===== config.mk =====
export PLATFORM = sky130hd
export DESIGN_NAME = i2c_byte_engine_flat
export DESIGN_NICKNAME = d
export VERILOG_FILES = /design/src/rtl/i2c_byte_engine_if.sv /design/src/rtl/i2c_byte_engine.sv /design/src/flat_wrapper.sv
export SDC_FILE = /design/constraint.sdc
export NUM_CORES = 1
export LEC_CHECK = 0
export ABC_AREA = 0
export BUFFER_PORTS_ARGS = -buffer_cell sky130_fd_sc_hd__buf_4
export CAP_MARGIN = 25
export CORE_UTILIZATION = 55
export CTS_CLUSTER_SIZE = 16
export DETAILED_ROUTE_END_ITERATION = 7
export PLACE_DENSITY = 0.78
export SETUP_SLACK_MARGIN = 0.4
export SYNTH_ARGS = -nofsm -noshare
export SYNTH_HDL_FRONTEND = slang
export SYNTH_SLANG_ARGS = --single-unit

===== constraint.sdc =====
create_clock -name clk -period 3 [get_ports clk]
set_clock_uncertainty 0.05 [all_clocks]
set_input_delay 0.45 -clock clk [delete_from_list [all_inputs] [get_ports clk]]
set_output_delay 0.45 -clock clk [all_outputs]
set_load 0.01 [all_outputs]

===== src/rtl/i2c_byte_engine_if.sv =====
// Handshake and pad-level bus bundle for the I2C byte engine.
// The master modport is the requesting side; the slave modport is the engine.
interface i2c_byte_engine_if #(
    parameter int DIV_W = 16
);
    logic [DIV_W-1:0] dbl_clock_divisor;
    logic             start;
    logic             rd;
    logic [7:0]       tx_byte;
    logic             ack_out;
    logic             scl_i;
    logic             sda_i;
    logic             scl_o;
    logic             sda_o;
    logic             busy;
    logic             done;
    logic [7:0]       rx_byte;
    logic             ack_rx;

    modport master (
        output dbl_clock_divisor, start, rd, tx_byte, ack_out, scl_i, sda_i,
        input  scl_o, sda_o, busy, done, rx_byte, ack_rx
    );

    modport slave (
        input  dbl_clock_divisor, start, rd, tx_byte, ack_out, scl_i, sda_i,
        output scl_o, sda_o, busy, done, rx_byte, ack_rx
    );
endinterface


===== src/rtl/i2c_byte_engine.sv =====
// I2C master bit engine: shifts 8 data bits (MSB first) plus the ACK bit onto
// SCL/SDA using dbl_clock_divisor half-periods, honouring slave clock stretching.
module i2c_byte_engine #(
    parameter int DIV_W = 16
) (
    input  logic               clk,
    input  logic               reset,
    i2c_byte_engine_if.slave   bus
);

    typedef enum logic [1:0] {IDLE, LOW, HIGH} state_t;

    state_t           state;
    logic [DIV_W-1:0] div_q;
    logic [DIV_W-1:0] ctr;
    logic [3:0]       bit_idx;
    logic             rd_q;
    logic [7:0]       tx_q;
    logic             ack_out_q;

    // SDA level driven during the LOW phase of bit idx (idx 8 is the ACK slot).
    function automatic logic low_bit(input logic       rd,
                                     input logic [7:0] tx,
                                     input logic       ack,
                                     input logic [3:0] idx);
        if (idx == 4'd8) return rd ? ack : 1'b1;
        return rd ? 1'b1 : tx[3'd7 - idx[2:0]];
    endfunction

    // NOTE: every register here is state, so all updates are non-blocking;
    // reads within the block see the values from before this clock edge.
    always_ff @(posedge clk or posedge reset) begin
        if (reset) begin
            state       <= IDLE;
            div_q       <= '0;
            ctr         <= '0;
            bit_idx     <= '0;
            rd_q        <= 1'b0;
            tx_q        <= '0;
            ack_out_q   <= 1'b1;
            bus.scl_o   <= 1'b1;
            bus.sda_o   <= 1'b1;
            bus.busy    <= 1'b0;
            bus.done    <= 1'b0;
            bus.rx_byte <= '0;
            bus.ack_rx  <= 1'b1;
        end else begin
            bus.done <= 1'b0;
            case (state)
                IDLE: begin
                    if (bus.start) begin
                        div_q     <= bus.dbl_clock_divisor;
                        rd_q      <= bus.rd;
                        tx_q      <= bus.tx_byte;
                        ack_out_q <= bus.ack_out;
                        bit_idx   <= '0;
                        ctr       <= '0;
                        bus.busy  <= 1'b1;
                        bus.scl_o <= 1'b0;
                        bus.sda_o <= low_bit(bus.rd, bus.tx_byte, bus.ack_out, 4'd0);
                        state     <= LOW;
                    end
                end

                LOW: begin
                    if (ctr == div_q) begin
                        ctr       <= '0;
                        bus.scl_o <= 1'b1;
                        state     <= HIGH;
                    end else begin
                        ctr <= ctr + 1'b1;
                    end
                end

                HIGH: begin
                    // A slave holding SCL low freezes the half-period indefinitely.
                    if (bus.scl_i) begin
                        if (ctr == div_q) begin
                            ctr <= '0;
                            if (bit_idx != 4'd8 && rd_q)
                                bus.rx_byte[3'd7 - bit_idx[2:0]] <= bus.sda_i;
                            if (bit_idx == 4'd8 && !rd_q)
                                bus.ack_rx <= bus.sda_i;
                            if (bit_idx == 4'd8) begin
                                bus.done  <= 1'b1;
                                bus.busy  <= 1'b0;
                                bus.scl_o <= 1'b0;
                                bus.sda_o <= 1'b1;
                                state     <= IDLE;
                            end else begin
                                bit_idx   <= bit_idx + 4'd1;
                                bus.scl_o <= 1'b0;
                                bus.sda_o <= low_bit(rd_q, tx_q, ack_out_q, bit_idx + 4'd1);
                                state     <= LOW;
                            end
                        end else begin
                            ctr <= ctr + 1'b1;
                        end
                    end
                end

                default: state <= IDLE;
            endcase
        end
    end

endmodule


===== src/flat_wrapper.sv =====
// flat-port wrapper written by rule: the top's interface ports become plain ports
module i2c_byte_engine_flat 
#(
    parameter int DIV_W = 16
)
  (clk, reset, bus_dbl_clock_divisor, bus_start, bus_rd, bus_tx_byte, bus_ack_out, bus_scl_i, bus_sda_i, bus_scl_o, bus_sda_o, bus_busy, bus_done, bus_rx_byte, bus_ack_rx);
  i2c_byte_engine_if #(.DIV_W(DIV_W)) bus_i ();
  input  logic clk;
  input  logic reset;
  input wire logic [$bits(bus_i.dbl_clock_divisor)-1:0] bus_dbl_clock_divisor;
  input wire logic [$bits(bus_i.start)-1:0] bus_start;
  input wire logic [$bits(bus_i.rd)-1:0] bus_rd;
  input wire logic [$bits(bus_i.tx_byte)-1:0] bus_tx_byte;
  input wire logic [$bits(bus_i.ack_out)-1:0] bus_ack_out;
  input wire logic [$bits(bus_i.scl_i)-1:0] bus_scl_i;
  input wire logic [$bits(bus_i.sda_i)-1:0] bus_sda_i;
  output wire logic [$bits(bus_i.scl_o)-1:0] bus_scl_o;
  output wire logic [$bits(bus_i.sda_o)-1:0] bus_sda_o;
  output wire logic [$bits(bus_i.busy)-1:0] bus_busy;
  output wire logic [$bits(bus_i.done)-1:0] bus_done;
  output wire logic [$bits(bus_i.rx_byte)-1:0] bus_rx_byte;
  output wire logic [$bits(bus_i.ack_rx)-1:0] bus_ack_rx;
  assign bus_i.dbl_clock_divisor = bus_dbl_clock_divisor;
  assign bus_i.start = bus_start;
  assign bus_i.rd = bus_rd;
  assign bus_i.tx_byte = bus_tx_byte;
  assign bus_i.ack_out = bus_ack_out;
  assign bus_i.scl_i = bus_scl_i;
  assign bus_i.sda_i = bus_sda_i;
  assign bus_scl_o = bus_i.scl_o;
  assign bus_sda_o = bus_i.sda_o;
  assign bus_busy = bus_i.busy;
  assign bus_done = bus_i.done;
  assign bus_rx_byte = bus_i.rx_byte;
  assign bus_ack_rx = bus_i.ack_rx;
  i2c_byte_engine #(.DIV_W(DIV_W)) u_core (.clk(clk), .reset(reset), .bus(bus_i));
endmodule

==> key figures, run 1 <==
Placed design
  – I/O Buffers: 43
  – # placed instances: 380
  – Pre-CTS setup slack: 0.726 ns
  – Detailed placement HPWL: 4350 µm
  – Placer congestion estimate: 0.865

Yosys
  – Synthesized flop and latch total: 61
  – Synth top area cells: dfrtp_1 (46%), mux2_2 (13%), xor2_1 (5.7%)
  – Area leader, netlist: dfrtp_1
  – Avg Inst Size Synth: 11.3 µm²
  – Mapped Nets: 313
  – Most common cell in the netlist: dfrtp_1
  – Synthesis warning total: 0
  – Post-synth cell types: 39
  – Post-synthesis sequential area ratio: just under 50%
  – Main synth FF type: dfrtp_1
  – Top-area cell type share of the netlist area: roughly 46%
  – Post-Syn Area: 3090 µm²
  – Post-synth ARST share: between 90% and 100%
  – EDFF count, synth: 0
  – Synthesized instance count: 274
  – Post-synth top cells: dfrtp_1 (57), mux2_2 (37), nor2_1 (22)

Pwr
  – VDD IR max: 0.000623 V
  – Clock power share: 28.9%
  – Total Power: 2.63 mW
  – Seq pwr share: between 40% and 50%
  – Leakage: between 1.5 and 2 nW
  – Combinational share of power: 24.7%
  – Power per cell area: slightly above 700 nW/µm²
  – Internal Power: 1.84 mW
  – NetSw: between 0.7 and 0.8 mW
  – Net Sw Frac: 29.8%

Floorplanning
  – I/O Pins: 44
  – Die area: 5920 µm²
  – Row cnt: 26
  – Starting Density: 58.6%
  – Die width: 76.9 µm
  – Die height: a little under 80 µm
  – Core area: 5270 µm²

GRT
  – GRT Resource Usage Total: 23.1%
  – Largest net degree at the start of global routing: 34
  – Gr ovfl total: 0
  – Vias in the first global route: 2,271
  – Initial antenna violation count: 0
  – First-pass GRT wire length: 10,500 µm

Cells and area
  – Register Area: 1530 µm²
  – # fillers: 424
  – Final std cells w/o fill: 396
  – Area of the multi-input gates: 1480 µm²
  – Share of cells above drive strength 1: 34.4%
  – Layout Area Growth over Synthesis: 19.5%
  – Ant diodes: 0
  – Final #Nets: 360

Timing
  – Final Hold Slack: around 0.17 ns
  – Final Setup Violations: 0
  – Max-slew violation count: 0
  – Worst-Margin Slew: 0.695 ns
  – Final WS setup: 0.592 ns
  – RSZ-0062 raised after global routing: false
  – Fin crit period: 2.41 ns
  – Fmax: 0.415 GHz
  – Slew margin rel.: 53.6%
  – Final hold vios: 0
  – Final worst path period share: 80.3%
  – TNS Setup: 0 ns

Drt
  – Routed Antenna Nets: 0
  – Drt wl/cell: 15.5 µm
  – Detailed router's first-iteration violation count: 147
  – Vias per cell: between 5 and 6
  – Vias: around 2,200
  – DRT met1 WL: 2770 µm
  – 1st-pass router iterations: 4
  – Met2 WL: 2980 µm
  – DRC errors left: 0
  – DR WL met3: 305 µm
  – Top layer reached by signal wires: met4
  – Drt total wl: 6150 µm

Clocking
  – Clk_lat worst skew: 0.34 ns
  – Clk buf depth: 2
  – Total CTS buffers: 9
  – CTS HTree Levels: 3
  – Setup bufs post-CTS: 0
  – Clock Sink Count: 61
  – Root Buffer: clkbuf_8
  – Clock transition at path regs: 0.07 ns
  – Hold Buf Count CTS: 0
  – Resized Gates After CTS: 0
  – CTS tree: yes

Critical path
  – WP data arrival: 2.59 ns
  – Crit path max fanout: 11
  – Crit Path Category: flip-flop to flip-flop
  – Worst EP required: 3.18 ns
  – FF-to-FF path depth: 6
  – CP Launch Type: flip-flop
  – Crit. End Element: flip-flop

Flow run
  – Max Cap Viol: 0

Run status
  – Status: finished, final reports clean

Hold path
  – Hold/Removal Path Class: primary input to asynchronous set/reset pin
-- worst max-delay path, stage by stage (launching register included) --
cell and delay [ns]:
dfrtp_1 0.43, inv_1 0.10, ha_1 0.39, nand2_1 0.32, or3_1 0.45, nor3_1 0.20
mux2_2 0.36
-- cell type report --
cell class | count | area share, %
clock buffers | 12 | 4.47
clock inverters | 4 | 1.22
inverters | 8 | 0.813
multi-input cells | 194 | 40.1
flip-flops and latches | 61 | 41.5
well taps | 70 | 2.37
repair buffers | 47 | 9.56
-- power by group through the flow --
stage	registers [mW]	clock network (mW)	logic [mW]
final	1.22	0.759	0.648
after global routing	1.24	0.810	0.722
after CTS	1.21	0.774	0.657
after detailed placement	1.23	0	0.651
after global placement	1.22	0	0.635
after floorplan	1.17	0	0.515
-- path summary, 6_finish.rpt --
| check | from | end | slack (ns) |
|---|---|---|---|
| setup reg to reg | u_core.state[0] | u_core.bus.rx_byte[1] | 0.59 |
| min in group clk | bus_tx_byte[4] | u_core.tx_q[4] | 0.29 |
| max in group asynchronous | reset | u_core.ack_out_q | 1.99 |
| hold reg to reg | u_core.bus.rx_byte[0] | u_core.bus.rx_byte[0] | 0.43 |
| hold / removal | reset | u_core.tx_q[5] | 0.17 |
| setup / recovery | u_core.state[0] | u_core.bus.rx_byte[1] | 0.59 |
-- kinds of logic after synthesis --
logic type | Yosys count | share of synthesized area (%)
flops | 61 | 49.6
compound gates | 18 | 3.52
simple gates | 94 | 16.0
xor+xnor | 31 | 8.79
fa+ha+maj | 8 | 3.24
buf+inv | 19 | 2.51
mux | 43 | 16.3
-- flip-flops by register name (all words and copies together) (netlist names), 2 cells and up --
register,flops
u_core.state,2
u_core.tx_q,8
u_core.bit_idx,4
u_core.div_q,16
u_core.bus.rx_byte,8
u_core.ctr,16
-- cell usage in the layout (no fill, tap or decap), types with 2 or more instances in the layout --
| master | instances |
|---|---|
| mux2_1 | 2 |
| dfrtp_1 | 57 |
| a21oi_1 | 5 |
| nor4_2 | 3 |
| o21ai_0 | 7 |
| xnor2_1 | 11 |
| mux2_2 | 37 |
| mux2i_1 | 2 |
| nor3_1 | 13 |
| clkbuf_8 | 12 |
| buf_4 | 47 |
| nand2_1 | 20 |
| or3_1 | 3 |
| nand2b_1 | 3 |
| ha_1 | 8 |
| clkinv_2 | 3 |
| mux4_2 | 2 |
| inv_1 | 7 |
| nor4b_1 | 2 |
| and3_1 | 4 |
| nand4_1 | 5 |
| xor2_1 | 20 |
| nor4_1 | 8 |
| nand3_1 | 4 |
| dfstp_2 | 4 |
| nor2_1 | 22 |
-- per-layer routing --
layer | GRT usage, % | vias up
li1 | - | 1053
met1 | 30.7 | 1105
met2 | 35.9 | 61
met3 | 6.43 | 12
met4 | 8.85 | 0
met5 | 0 | -
-- metrics by stage --
stage | util [%] | area (µm²)
global placement | 66.1 | 3480
finish | 70.1 | 3690
floorplan | - | 3090
detailed placement | 66.1 | 3480
global route | 70.1 | 3690
CTS | 70.1 | 3690
Note: power is estimated with default switching activity, not from simulation.
==> run 2: changes to the inputs <==
Clock period 3 ns to 2.3 ns, I/O delays scaled along.
==> run 2 against run 1 <==
Final cell count up 4.5%. Die area unchanged. Utilization up 8.3 points. Via count up 6.6%. Combinational power up 60%. Worst hold slack worse by 0.13 ns. Wire length up 21%. Sequential share of layout area down 4.3 points. First-iteration DRC count up 59%. Global-route usage up 3.4 points. Critical endpoint unchanged. Largest cell class is now multi-input gates. Highest routed layer unchanged.
==> key figures, run 2 (same netlist as run 1, synthesis figures left out) <==
Timing
  – Fmax: 0.482 GHz
  – Final hold vios: 0
  – Final Setup Violations: 0
  – RSZ-0062 raised after global routing: true
  – Final worst path period share: approximately nine tenths
  – Slew margin rel.: between 70% and 80%
  – Fin crit period: 2.08 ns
  – TNS Setup: 0 ns
  – Max-slew violation count: 0
  – Worst-Margin Slew: 0.319 ns

Cells and area
  – Final #Nets: 379
  – Most frequent cells in the layout: buf_4 (60), dfrtp_1 (54), mux2_2 (29)
  – Final Cell Area: a little over 4000 µm²
  – Ant diodes: 0
  – Util after Layout: 78.3%
  – Share of cells above drive strength 1: 46.2%
  – Leading cell type in the layout, fill and taps excluded: buf_4
  – Top flop regs: u_core.ctr: 16 flops, u_core.div_q: 16 flops
  – Layout Area Growth over Synthesis: 33.6%

Critical path
  – CP Launch Type: flip-flop
  – Crit. End Element: flip-flop
  – FF-to-FF path depth: 7
  – Crit Path Category: flip-flop to flip-flop
  – Worst EP required: 2.48 ns
  – Crit path max fanout: 7
  – WP data arrival: ~2.3 ns

Run status
  – Status: finished, final reports clean

GRT
  – Gr ovfl total: 0
  – Largest net degree at the start of global routing: 62
  – Vias in the first global route: 2,373
  – First-pass GRT wire length: 11,900 µm
  – GRT Resource Usage Total: 26.5%
  – Initial antenna violation count: 0

Drt
  – Drt total wl: 7460 µm
  – Routed Antenna Nets: 0
  – Drt wl/cell: between 15 and 20 µm
  – 1st-pass router iterations: 4
  – Vias per cell: around 5.7
  – DRC errors left: 0
  – Vias: 2,378
  – Detailed router's first-iteration violation count: 233

Placed design
  – Placer congestion estimate: 0.870
  – Detailed placement HPWL: 4500 µm
  – Cell Area, Placed: 3610 µm²
  – I/O Buffers: 43

Floorplanning
  – I/O Pins: 44
  – Row cnt: 26
  – Die height: 76.9 µm
  – Core area: roughly 5300 µm²
  – Starting Density: 58.6%
  – Die area: 5920 µm²
  – Die width: 76.9 µm

Clocking
  – CTS tree: yes
  – Total CTS buffers: 9
  – CTS HTree Levels: 3
  – Clock Sink Count: between 60 and 70
  – Clk buf depth: 2
  – Clk_lat worst skew: 0.35 ns
  – Root Buffer: clkbuf_8
  – Clock transition at path regs: 0.07 ns

Pwr
  – Leakage: 1.92 nW
  – Power per cell area: 860 nW/µm²
  – VDD IR max: 0.000569 V

Hold path
  – Hold/Removal Path Class: primary input to asynchronous set/reset pin

Flow run
  – Max Cap Viol: 0
-- run 2: cell types whose count changed in the layout (fill, tap and decap cells not counted), moves of 4 or more --
cell	delta
mux2_2	-8
nor3_4	+6
nor4_1	-5
nor3_1	-7
mux2_4	+10
a21oi_1	-4
buf_4	+13
-- run 2: metal layers --
| layer | part of all wire, % | vias to the layer above | global-route usage (%) | wire length [µm] |
|---|---|---|---|---|
| li1 | - | 1089 | - | - |
| met5 | 0 | - | 0 | 0 |
| met1 | 43 | 1180 | 36.0 | 3230 |
| met3 | 5.9 | 15 | 7.26 | 440 |
| met4 | 1.9 | 0 | 9.81 | 142 |
| met2 | 49 | 94 | 40.6 | 3640 |
-- run 2: worst paths after layout --
| check | from | end | slack (ns) |
|---|---|---|---|
| max reg2reg | u_core.ctr[12] | u_core.bus.rx_byte[1] | 0.22 |
| max in group asynchronous | reset | u_core.ack_out_q | 1.86 |
| min in group clk | bus_dbl_clock_divisor[12] | u_core.div_q[12] | 0.17 |
| max | u_core.ctr[12] | u_core.bus.rx_byte[1] | 0.22 |
| min | reset | u_core.div_q[1] | 0.03 |
| min reg2reg | u_core.tx_q[6] | u_core.tx_q[6] | 0.45 |
-- run 2: report_power, final --
| part | internal, mW | switching, mW | total, mW |
|---|---|---|---|
| logic | 0.549 | 0.489 | 1.04 |
| registers | 1.36 | 0.218 | 1.58 |
| clock network | 0.524 | 0.405 | 0.929 |
-- run 2: stage by stage --
stage	power [mW]	hold WS, ns	setup WS, ns	std cells
after global routing	3.73	0.0584	0.183	414
final	3.55	0.0343	0.223	414
after CTS	3.50	0.0481	0.261	408
after floorplan	2.21	0.406	0.331	274
after detailed placement	2.49	0.411	-0.0588	386
after global placement	2.45	0.408	-0.0286	386
-- run 2: final cells by class --
| cell class | count | area, µm² |
|---|---|---|
| Multi-Input combinational cell | 194 | 1740 |
| Tap cell | 70 | 87.6 |
| Inverter | 8 | 33.8 |
| Fill cell | 327 | 1140 |
| Timing Repair Buffer | 66 | 549 |
| Clock buffer | 13 | 149 |
| Sequential cell | 61 | 1540 |
| Clock inverter | 2 | 35.0 |
-- run 2: timing repair --
| item | 4_1_cts | 5_1_grt |
|---|---|---|
| gates cloned | 1 | 1 |
| hold buffers | 0 | 0 |
| resized for setup | 27 | 21 |
| setup buffers | 6 | 5 |
| pin swaps | 6 | 9 |
| endpoints found under the hold margin | 0 | 0 |
| endpoints found under the setup margin | 33 | 30 |
-- run 2: critical path, stage by stage, from the launching register on --
cell	delay (ns)
dfrtp_1	0.40
xor2_1	0.17
nor4_2	0.32
nand4_1	0.15
buf_6	0.18
buf_12	0.15
nor3_4	0.21
mux2_4	0.32
==> run 3: changes to the inputs <==
Settings changed: HOLD_SLACK_MARGIN set to 0.08, SETUP_SLACK_MARGIN 0.4 to not set.
==> run 3 against run 2 <==
Combinational power down 11%. Highest routed layer unchanged. Sequential share of layout area increased by 3.4 points. Maximum frequency is 5.0% lower. Critical path type unchanged.
==> key figures, run 3 (same netlist as run 1, synthesis figures left out) <==
GRT
  – Largest net degree at the start of global routing: 38
  – Initial antenna violation count: 0
  – Gr ovfl total: 0
  – Vias in the first global route: 2,302
  – GRT Resource Usage Total: 23.4%
  – First-pass GRT wire length: between 10,000 and 15,000 µm

Pwr
  – VDD IR max: 0.000586 V
  – Leakage: 1.72 nW
  – Net Sw Frac: 30.6%
  – NetSw: approximately 1 mW
  – Combinational share of power: between 20% and 30%
  – Internal Power: 2.29 mW
  – Clock power share: 24.8%
  – Power per cell area: 875 nW/µm²
  – Seq pwr share: between 40% and 50%
  – Total Power: approximately 3.3 mW

Clocking
  – Total CTS buffers: 9
  – CTS tree: yes
  – Setup bufs post-CTS: 0
  – Clk buf depth: 2
  – Clock Sink Count: 61
  – Clock transition at path regs: 0.06 ns
  – Clk_lat worst skew: between 0.3 and 0.4 ns
  – CTS HTree Levels: 3
  – Root Buffer: clkbuf_8

Timing
  – Fmax: about 0.46 GHz
  – Final worst path period share: 95.0%
  – Slew margin rel.: between 60 and 70%
  – Worst-Margin Slew: 0.536 ns
  – Max-slew violation count: 0
  – Final Hold Slack: 0.183 ns
  – Final Setup Violations: 0
  – Fin crit period: 2.19 ns
  – Final hold vios: 0

Drt
  – Vias: 2,231
  – 1st-pass router iterations: 4
  – Drt total wl: 6100 µm
  – Vias per cell: 5.52
  – Routed Antenna Nets: 0
  – Drt wl/cell: 15.1 µm
  – Detailed router's first-iteration violation count: 123
  – DRC errors left: 0

Critical path
  – CP max stage delay: 0.45 ns
  – Crit. End Element: flip-flop
  – Crit Path Category: flip-flop to flip-flop
  – WP data arrival: between 2 and 2.5 ns
  – Critical path, cell by cell: xor2_1, nor4_2, nand4_1, buf_4, nor4b_2, mux2_2
  – CP Launch Type: flip-flop
  – Crit path max fanout: 23
  – Top delay family on crit path: simple AND/OR/NAND/NOR gates
  – Worst EP required: 2.48 ns
  – Critical Path Slowest Stage Cell: dfrtp_1
  – CP bufs+invs: 1

Placed design
  – Placer congestion estimate: ~0.91
  – Detailed placement HPWL: 4370 µm
  – I/O Buffers: 43

Cells and area
  – Layout Area Growth over Synthesis: 22.2%
  – Most frequent cells in the layout: dfrtp_1 (57), buf_4 (55), mux2_2 (37)
  – Share of cells above drive strength 1: around 37%
  – Final #Nets: 370
  – Ant diodes: 0
  – Area of the multi-input gates: 1520 µm²
  – Leading cell type in the layout, fill and taps excluded: dfrtp_1
  – Register Area: 1530 µm²
  – Util after Layout: 71.7%
  – Top flop regs: u_core.ctr: 16 flops, u_core.div_q: 16 flops
  – # fillers: about 380

Floorplanning
  – Die width: approximately 77 µm
  – I/O Pins: 44
  – Die height: 76.9 µm
  – Starting Density: 58.6%
  – Die area: 5920 µm²
  – Row cnt: 26
  – Core area: between 5000 and 6000 µm²

Run status
  – Status: finished, final reports clean

Hold path
  – Hold/Removal Path Class: primary input to flip-flop

Flow run
  – Max Cap Viol: 0
run 3: cell types whose count changed in the layout (fill, tap and decap cells not counted), sizes merged:
cell and delta:
clkinvlp -1, dlygate4sd3 +1, clkbuf -2, inv +1
bufinv -1, buf -9, clkinv +1
run 3: per-stage QoR:
step / worst slack [ns] / cell area [µm²] / TNS (ns) / cells
5_1_grt: -0.00860 / 3780 / -0.00860 / 404
4_1_cts: 0.0666 / 3740 / 0 / 404
6_report: 0.114 / 3780 / 0 / 404
3_5_place_dp: -0.0124 / 3560 / -0.0207 / 389
3_3_place_gp: -0.0405 / 3560 / -0.0898 / 389
2_1_floorplan: 0.137 / 3090 / 0 / 274
run 3: area by class of cell:
| type | count | area share [%] |
|---|---|---|
| sequential | 61 | 40.6 |
| multi-input combinational | 194 | 40.2 |
| timing repair buffer | 57 | 11.7 |
| clock buffer | 12 | 4.11 |
| tap | 70 | 2.32 |
| inverter | 8 | 0.795 |
| clock inverter | 2 | 0.265 |
run 3: per-layer routing:
layer | vias to the layer above | track usage (%) | routed length [µm]
li1 | 1069 | - | -
met4 | 0 | 10.0 | 92
met1 | 1106 | 30.5 | 2790
met2 | 46 | 36.5 | 2930
met5 | - | 0 | 0
met3 | 10 | 6.31 | 292
run 3: power by group through the flow:
| stage | clock [mW] | combinational (mW) | sequential, mW |
|---|---|---|---|
| after floorplan | 0 | 0.672 | 1.53 |
| after global routing | 0.884 | 1.02 | 1.60 |
| after global placement | 0 | 0.873 | 1.57 |
| after detailed placement | 0 | 0.903 | 1.58 |
| after CTS | 0.834 | 0.917 | 1.56 |
| final | 0.820 | 0.921 | 1.56 |
run 3: final timing paths:
path / start / endpoint / slack, ns / cells past startpoint
worst max-delay path: u_core.ctr[4] / u_core.bus.rx_byte[2] / 0.11 / 6
min in group asynchronous: reset / u_core.div_q[15] / 0.56 / 3
worst max register to register: u_core.ctr[4] / u_core.bus.rx_byte[2] / 0.11 / 6
worst min-delay path: bus_dbl_clock_divisor[12] / u_core.div_q[12] / 0.18 / 2
max in group asynchronous: reset / u_core.bus.ack_rx / 1.00 / 4
worst min register to register: u_core.bus.sda_o / u_core.bus.sda_o / 0.45 / 2
run 3: repair_timing:
| action | in CTS | in global routing |
|---|---|---|
| hold endpoints to repair | 24 | 0 |
| gates resized for setup | 1 | 5 |
| hold buffers | 1 | 0 |
| endpoints found under the setup margin | 3 | 4 |
